`src/rtl/sync_fifo_flex.sv`:
```
// sync_fifo_flex: single-clock FIFO with arbitrary depth, count-based
// threshold flags, synchronous flush, sticky error flags and an optional
// registered read port.
module sync_fifo_flex #(
  parameter int DEPTH    = 16,
  parameter int WIDTH    = 32,
  parameter int AF_DEPTH = 3,
  parameter int AE_DEPTH = 2,
  parameter int OUT_REG  = 0
) (
  input  logic                         clock_i,
  input  logic                         rst_i,
  input  logic                         flush_i,
  input  logic                         wr_en_i,
  input  logic [WIDTH-1:0]             wr_data_i,
  output logic                         wr_valid_o,
  input  logic                         rd_en_i,
  output logic                         rd_valid_o,
  output logic [WIDTH-1:0]             rd_data_o,
  output logic                         rd_data_valid_o,
  output logic [$clog2(DEPTH+1)-1:0]   count_o,
  output logic                         full_o,
  output logic                         almost_full_o,
  output logic                         empty_o,
  output logic                         almost_empty_o,
  output logic                         overflow_o,
  output logic                         underflow_o,
  input  logic                         err_clr_i
);

  localparam int CW = $clog2(DEPTH + 1);
  localparam int PW = (DEPTH > 1) ? $clog2(DEPTH) : 1;

  localparam logic [PW-1:0] LAST_PTR  = PW'(DEPTH - 1);
  localparam logic [CW-1:0] FULL_CNT  = CW'(DEPTH);
  localparam logic [CW-1:0] AF_CNT    = CW'(DEPTH - AF_DEPTH);
  localparam logic [CW-1:0] AE_CNT    = CW'(AE_DEPTH);

  logic [PW-1:0]    head_q, head_d;
  logic [PW-1:0]    tail_q, tail_d;
  logic [CW-1:0]    count_q, count_d;
  logic             overflow_q, overflow_d;
  logic             underflow_q, underflow_d;
  logic [WIDTH-1:0] mem_q [DEPTH];

  logic fullFlag;
  logic emptyFlag;
  logic wrValid;
  logic rdValid;

  // Flags come from the registered occupancy only, so they never depend on
  // this cycle's requests.
  assign fullFlag  = (count_q == FULL_CNT);
  assign emptyFlag = (count_q == '0);

  // A full FIFO still takes a write when a read frees a slot in the same
  // cycle; an empty FIFO never forwards a same-cycle write to the reader.
  assign wrValid = wr_en_i & ~flush_i & (~fullFlag | rd_en_i);
  assign rdValid = rd_en_i & ~flush_i & ~emptyFlag;

  assign wr_valid_o     = wrValid;
  assign rd_valid_o     = rdValid;
  assign count_o        = count_q;
  assign full_o         = fullFlag;
  assign empty_o        = emptyFlag;
  assign almost_full_o  = (count_q >= AF_CNT);
  assign almost_empty_o = (count_q <= AE_CNT);
  assign overflow_o     = overflow_q;
  assign underflow_o    = underflow_q;

  // Next-state for pointers, occupancy and the sticky error flags; pointers
  // wrap explicitly so any depth works, and a set beats a same-cycle clear.
  always_comb begin
    head_d      = head_q;
    tail_d      = tail_q;
    count_d     = count_q;
    overflow_d  = (wr_en_i & ~flush_i & ~wrValid) | (overflow_q & ~err_clr_i);
    underflow_d = (rd_en_i & ~flush_i & emptyFlag) | (underflow_q & ~err_clr_i);
    if (flush_i) begin
      head_d  = '0;
      tail_d  = '0;
      count_d = '0;
    end else begin
      if (wrValid) begin
        tail_d = (tail_q == LAST_PTR) ? '0 : tail_q + PW'(1);
      end
      if (rdValid) begin
        head_d = (head_q == LAST_PTR) ? '0 : head_q + PW'(1);
      end
      case ({wrValid, rdValid})
        2'b10:   count_d = count_q + CW'(1);
        2'b01:   count_d = count_q - CW'(1);
        default: count_d = count_q;
      endcase
    end
  end

  // Control state register with asynchronous reset.
  always_ff @(posedge clock_i or posedge rst_i) begin
    if (rst_i) begin
      head_q      <= '0;
      tail_q      <= '0;
      count_q     <= '0;
      overflow_q  <= 1'b0;
      underflow_q <= 1'b0;
    end else begin
      head_q      <= head_d;
      tail_q      <= tail_d;
      count_q     <= count_d;
      overflow_q  <= overflow_d;
      underflow_q <= underflow_d;
    end
  end

  // Storage array is deliberately left unreset; only accepted writes touch it.
  always_ff @(posedge clock_i) begin
    if (wrValid) begin
      mem_q[tail_q] <= wr_data_i;
    end
  end

  if (OUT_REG != 0) begin : gOutReg
    logic [WIDTH-1:0] rdData_q;
    logic             rdDataValid_q;

    // Registered read port: capture the head entry on an accepted read; data
    // already captured survives a flush in the following cycle.
    always_ff @(posedge clock_i or posedge rst_i) begin
      if (rst_i) begin
        rdData_q      <= '0;
        rdDataValid_q <= 1'b0;
      end else begin
        rdDataValid_q <= rdValid;
        if (rdValid) begin
          rdData_q <= mem_q[head_q];
        end
      end
    end

    assign rd_data_o       = rdData_q;
    assign rd_data_valid_o = rdDataValid_q;
  end else begin : gFwft
    assign rd_data_o       = mem_q[head_q];
    assign rd_data_valid_o = rdValid;
  end

endmodule

```
`config.mk`:
```
export PLATFORM = sky130hd
export DESIGN_NAME = sync_fifo_flex
export DESIGN_NICKNAME = d
export VERILOG_FILES = /design/src/rtl/sync_fifo_flex.sv
export SDC_FILE = /design/constraint.sdc
export NUM_CORES = 1
export LEC_CHECK = 0
export CORE_MARGIN = 5
export CORE_UTILIZATION = 40
export CTS_CLUSTER_DIAMETER = 150
export DETAILED_ROUTE_END_ITERATION = 12
export GPL_TIMING_DRIVEN = 0
export PLACE_DENSITY = 0.62
export SLEW_MARGIN = 5
export SYNTH_ARGS = -nofsm -noshare
export SYNTH_HDL_FRONTEND = slang
export SYNTH_SLANG_ARGS = --single-unit
export TNS_END_PERCENT = 20
```
`constraint.sdc`:
```
create_clock -name clock_i -period 3.2 [get_ports clock_i]
set_input_delay 0.48 -clock clock_i [delete_from_list [all_inputs] [get_ports clock_i]]
set_output_delay 0.48 -clock clock_i [all_outputs]
set_load 0.02 [all_outputs]
```
==> metrics.md, run 1 <==
| Metric | Value |
|---|---|
| Hold-fix buffers at CTS | 0 |
| CP Class | reg2out |
| Most used cell, CP | mux4_2 |
| IO Port Bufs | 82 |
| Fin worst setup slack | -0.00371 ns |
| Post-Route WL | 44900 microns |
| Overall power | 16.7 mW |
| WP data required | 2.72 ns |
| Post-DP HPWL | 26600 microns |
| RSZ-0062 raised after global routing | true |
| CP Launch Type | register |
| Placed Area | 0.0223 sq mm |
| Initial antenna violation count | 2 |
| Worst IR drop on VDD | 485 uV |
| Initial DRC Count | 912 |
| DR DRC count | 0 |
| DR vias | 9381 |
| Final setup vio count | 1 |
| Post-synth EDFFs | 512 |
| Critical Path AT | 2.72 ns |
| Clk buf depth | 3 |
| Leakage | 7.66 nW |
| Clock skew | 0.0128 ns |
| H-tree levels | 2 |
| First-pass GRT wire length | 66000 microns |
| Flip-flop and latch count after synthesis | 527 |
| Crit-path max FO | 10 |
| Synthesized Nets | 897 |
| Row Count | 82 |
| First-pass DRT Iterations | 4 |
| Clk sink count | 527 |
| GR Util All Layers | 0.160 |
| Synthesis-to-finish area growth | 19.9% |
| Final Critical Period | 3.20 ns |
| Synth Instances | 852 |
| Post-synth cell types | 44 |
| Pins Over Slew Limit | 0 |
| Setup_tns | -0.00371 ns |
| Worst slack, placed | -0.439 ns |
| Post-synthesis sequential area ratio | 0.774 |
| Worst-margin pin slew | 0.650 ns |
| Core area | 0.0503 sq mm |
| Largest net degree at the start of global routing | 25 |
| Register clock-pin slew on the reported worst setup and hold paths | 0.06 ns |
| CP Capture Type | primary output |
| Outcome | complete, but fails checks |
| Max incr delay on CP | 0.54 ns |
| Clock latency on the worst-skew pair | 0.59 ns |
| Fmax | 312 MHz |
| CTS root buf | clkbuf_16 |
| Number of global-route vias before repair | 9844 |
| Mean number of vias per cell | 5.41 |
| Main synth FF type | edfxtp_1 |
| Number of buffers created by CTS | 53 |
| Total grt overflow | 0 |
| Most common cell after layout, fill and taps aside | edfxtp_1 |
| Endpoints failing hold | 0 |
| Antenna viol nets, final | 0 |
| Final period utilization | 1.00 |
| Slew Limit Headroom | 0.567 |
| Filler Cells Inserted | 4061 |
| Total power per unit cell area | 683 mW/mm^2 |
| CTS tree | built |
| CP delay by family, top | multiplexers |
| DIE HEIGHT | 236 microns |
| Full die area | 0.0555 sq mm |
| Post-route cell area | 0.0244 sq mm |
| Min-delay worst type | in2async |
| Routed len/inst | 25.9 microns |
| Buffers & Inverters on Critical Path | 4 |
| Fin nets | 1062 |
| Critical path, cell by cell | buf_8, buf_12, buf_16, mux4_2, mux4_2, buf_6 |
| Synthesized area per cell | 23.9 sq um |
| Failing checks | setup timing |
| Ys Warns | 0 |
| Synth async-reset ratio | 0.0285 |
| Die width | 236 microns |
| Final GP Congestion | 0.747 |
| Layout cells sized above 1 | 0.331 |
| Post-Syn Area | 0.0203 sq mm |
| # Max-Cap Violations | 0 |
| Starting Density | 0.405 |
| Most frequent cells in the layout | 512 x edfxtp_1, 160 x mux4_2, 60 x clkbuf_16 |
| CP max stage cell | mux4_2 |
| Top Ports | 84 |
## layer usage
layer / vias to the layer above / wire (microns) / GRT usage
met4: 2 / 806 / 0.0405
met3: 62 / 2370 / 0.0262
met5: - / 13 / 0
met2: 270 / 21600 / 0.251
li1: 4001 / - / -
met1: 5046 / 20200 / 0.239
## cells in the mapped netlist, types with 7 or more instances
cell type  instances  area share
edfxtp_1         512        0.76
mux4_2           160        0.18
and2_1            16      0.0049
clkbuf_1          16      0.0030
buf_2             15      0.0037
dfrtp_1           15       0.018
nand2_1           15      0.0028
nor2_1            10      0.0018
buf_6              9      0.0050
ha_1               7      0.0043
inv_1              7      0.0013
## flip-flops by register name, indices dropped and copies added, names as in the netlist
name         flops
mem_q          512
count_o          5
head_q           4
tail_q           4
overflow_o       1
underflow_o      1
## cell families after synthesis
logic type | after synthesis | share of synthesized area
flip-flops | 527 | 0.774
XOR/XNOR | 5 | 0.00215
AO/OA/AOI/OAI | 30 | 0.0101
AND/OR/NAND/NOR | 69 | 0.0177
adder cells (fa/ha/maj) | 7 | 0.00430
multiplexers | 160 | 0.177
buffers and inverters | 54 | 0.0145
## worst register-to-register path: cells and delay by family (launching register included)
| kind | cells | cell delay, ns |
|---|---|---|
| flip-flops | 1 | 0.51 |
| buffers and inverters | 2 | 0.52 |
| AO/OA/AOI/OAI | 1 | 0.21 |
| AND/OR/NAND/NOR | 3 | 1.17 |
## report_power, final
group	total [mW]	switching, mW	internal (mW)	leakage [nW]
registers	7.71	0.0530	7.66	4.81
clock network	5.91	2.53	3.38	0.806
logic	3.03	1.44	1.60	2.04
total	16.7	4.02	12.6	7.66
## cell type report
type / count / area, sq um / area share
timing repair buffer: 111 / 1280 / 0.0525
multi-input combinational: 271 / 4320 / 0.177
inverter: 9 / 33.8 / 0.00138
clock buffer: 67 / 1420 / 0.0582
tap: 672 / 841 / 0.0345
sequential: 527 / 15800 / 0.645
buffer: 44 / 513 / 0.0210
antenna: 1 / 2.50 / 0.000103
clock inverter: 32 / 238 / 0.00974
## worst paths after layout
| check | depth (start not counted) | slack [ns] | end | from |
|---|---|---|---|---|
| worst min register to register | 2 | 0.54 | underflow_o$_DFF_PP0_ | underflow_o$_DFF_PP0_ |
| max in group asynchronous | 2 | 2.51 | head_q[1]$_DFFE_PP0P_ | rst_i |
| min in group clock_i | 3 | 0.39 | overflow_o$_DFF_PP0_ | wr_en_i |
| worst min-delay path | 2 | 0.26 | count_o[0]$_DFFE_PP0P_ | rst_i |
| worst max register to register | 6 | 0.46 | mem_q[2][17]$_DFFE_PP_ | count_o[0]$_DFFE_PP0P_ |
| worst max-delay path | 6 | -0.004 | rd_data_o[30] | head_q[0]$_DFFE_PP0P_ |
## what timing repair did
item	CTS	global route
endpoints found under the hold margin	0	0
cloned	2	5
setup endpoints to repair	32	24
gates resized for setup	196	28
buffers inserted	5	1
## metrics by stage
step                cells  hold slack, ns   util
CTS                  1727           0.250  0.481
global route         1733           0.315  0.485
floorplan             852           0.381      -
global placement     1606           0.528  0.438
detailed placement   1622           0.527  0.445
finish               1734           0.256  0.485
Note: power is estimated with default switching activity, not from simulation.
==> run 2, diff against run 1 <==
REMOVE_ABC_BUFFERS = 1   (was default)
==> metrics.md, run 2 (synthesis gave the netlist of run 1 again) <==
| Metric | Value |
|---|---|
| Final GP Congestion | 0.729 (-2.4%) |
| Clk sink count | 527 (unchanged) |
| Min-delay worst type | in2async |
| Placed Area | 0.0223 sq mm (about the same) |
| RSZ-0062 raised after global routing | true |
| GR Util All Layers | 0.160 (-0.000736) |
| Hold WS | 0.285 ns (+0.0291 ns) |
| Final period utilization | 1.02 (+0.0172) |
| Top Ports | 84 (unchanged) |
| Worst IR drop on VDD | 371 uV (-23%) |
| Antenna viol nets, final | 0 (unchanged) |
| Final Critical Period | 3.26 ns (+0.0549 ns) |
| Worst R2R Start | count_o[2]$_DFFE_PP0P_ |
| Slew Limit Headroom | 0.397 (-0.169) |
| Post-Route WL | 45000 microns (+0.21%) |
| Critical path, cell by cell | buf_16, buf_16, buf_8, buf_16, mux4_2, mux4_2, buf_6 |
| Leakage | 7.84 nW (+2.4%) |
| R2R cell count | 5 (-1) |
| Hold-fix buffers at CTS | 0 (unchanged) |
| Starting Density | 0.405 (unchanged) |
| Most frequent cells in the layout | 512 x edfxtp_1, 160 x mux4_2, 61 x clkbuf_16 |
| Post-route cell area | 0.0249 sq mm (+1.9%) |
| Failing checks | setup timing |
| Post-DP HPWL | 23700 microns (-11%) |
| Number of buffers created by CTS | 54 (+1.9%) |
| Fin worst setup slack | -0.0586 ns (-0.0549 ns) |
| Max reg flops | 512 (unchanged) |
| Clk buf depth | 3 (unchanged) |
| Total power per unit cell area | 682 mW/mm^2 (about the same) |
| Overall power | 17.0 mW (+1.8%) |
| Fin nets | 1072 (+0.94%) |
| Clock skew | 0.0122 ns (-0.000664 ns) |
| Critical Path AT | 2.78 ns (+0.06 ns) |
| Crit path depth | 7 (+1) |
| # Max-Cap Violations | 0 (unchanged) |
| Most common cell after layout, fill and taps aside | edfxtp_1 |
| Initial antenna violation count | 3 (+1) |
| Clock latency on the worst-skew pair | 0.58 ns (about the same) |
| Largest Register | mem_q |
| DR DRC count | 0 (unchanged) |
| Mean number of vias per cell | 5.45 (+0.70%) |
| First-pass GRT wire length | 65900 microns (-0.16%) |
| Buffers & Inverters on Critical Path | 5 (+1) |
| CP delay by family, top | multiplexers |
| CP Launch Type | register |
| Full die area | 0.0555 sq mm (unchanged) |
| IO Port Bufs | 83 (+1.2%) |
| Number of global-route vias before repair | 9837 (-0.071%) |
| Fmax | 307 MHz (-1.7%) |
| H-tree levels | 2 (unchanged) |
| Endpoints failing hold | 0 (unchanged) |
| Final Core Density | 0.495 (+0.00923) |
| Synthesis-to-finish area growth | 22.2% |
| Row Count | 82 (unchanged) |
| CP max stage cell | dfrtp_4 |
| Worst-margin pin slew | 0.904 ns (+0.254 ns) |
| DIE HEIGHT | 236 microns (unchanged) |
| Register clock-pin slew on the reported worst setup and hold paths | 0.06 ns (about the same) |
| CP Capture Type | primary output |
| CP Class | reg2out |
| Filler Cells Inserted | 4021 (-0.98%) |
| Total grt overflow | 0 (unchanged) |
| Max incr delay on CP | 0.53 ns (about the same) |
| Initial DRC Count | 1024 (+12%) |
| First-pass DRT Iterations | 7 (+3) |
| Reg2reg end | mem_q[0][0]$_DFFE_PP_ |
| Most used cell, CP | buf_16 |
| DR vias | 9501 (+1.3%) |
| CTS root buf | clkbuf_16 |
| Routed len/inst | 25.8 microns (-0.37%) |
| Finished Layout Cells | 1744 (+0.58%) |
| Placed insts | 1587 (-2.2%) |
| CTS tree | built |
| Setup_tns | -0.279 ns (-0.276 ns) |
| Layout cells sized above 1 | 0.342 (+0.0112) |
| Outcome | complete, but fails checks |
| Worst reg2reg setup slack | 0.34 ns (-0.12 ns) |
| WP data required | 2.72 ns (about the same) |
| Pins Over Slew Limit | 0 (unchanged) |
| Largest net degree at the start of global routing | 24 (-4.0%) |
| Worst slack, placed | -0.738 ns (-0.299 ns) |
| Crit-path max FO | 6 (-4) |
| Die width | 236 microns (unchanged) |
| Core area | 0.0503 sq mm (unchanged) |
| Final setup vio count | 9 (+8) |
-- run 2: where the power goes --
part / total (mW) / switching (mW) / internal (mW)
Combinational: 3.24 / 1.39 / 1.85
Clock: 5.99 / 2.46 / 3.53
Sequential: 7.74 / 0.0721 / 7.67
-- run 2: timing repair --
| item | in CTS | in global routing |
|---|---|---|
| resized for setup | 175 | 26 |
| buffers inserted | 32 | 13 |
| gates cloned | 10 | 4 |
| setup endpoints to repair | 182 | 41 |
| hold endpoints to repair | 0 | 0 |
-- run 2: worst max-delay path by stage --
stage / start / end / slack, ns
final: head_q[0]$_DFFE_PP0P_ / rd_data_o[9] / -0.06
after global routing: head_q[0]$_DFFE_PP0P_ / rd_data_o[9] / -0.12
after CTS: head_q[0]$_DFFE_PP0P_ / rd_data_o[9] / -0.15
after detailed placement: flush_i / mem_q[0][9]$_DFFE_PP_ / -0.74
after global placement: head_q[0]$_DFFE_PP0P_ / rd_data_o[1] / -6.39
after floorplan: head_q[0]$_DFFE_PP0P_ / rd_data_o[0] / -3.49
-- run 2: final cells by class --
class / count / area, sq um / share of cell area
Antenna cell: 2 / 5.00 / 0.000201
Clock buffer: 80 / 1530 / 0.0616
Clock inverter: 19 / 159 / 0.00639
Inverter: 9 / 33.8 / 0.00136
Multi-Input combinational cell: 271 / 4340 / 0.174
Sequential cell: 527 / 15800 / 0.634
Tap cell: 672 / 841 / 0.0338
Timing Repair Buffer: 164 / 2190 / 0.0882
-- run 2: worst reg2reg max path: cells and delay by family, from the launching register on --
| family | cells | cell delay (ns) |
|---|---|---|
| compound gates | 1 | 0.39 |
| buf+inv | 1 | 0.28 |
| flops | 1 | 0.57 |
| simple gates | 3 | 1.31 |
-- run 2: per-layer routing --
| metal | up-vias | share of wire | track usage |
|---|---|---|---|
| met5 | - | 0.00036 | 0 |
| met4 | 2 | 0.020 | 0.0415 |
| met3 | 72 | 0.062 | 0.0322 |
| met2 | 318 | 0.48 | 0.252 |
| met1 | 5090 | 0.44 | 0.231 |
| li1 | 4019 | - | - |
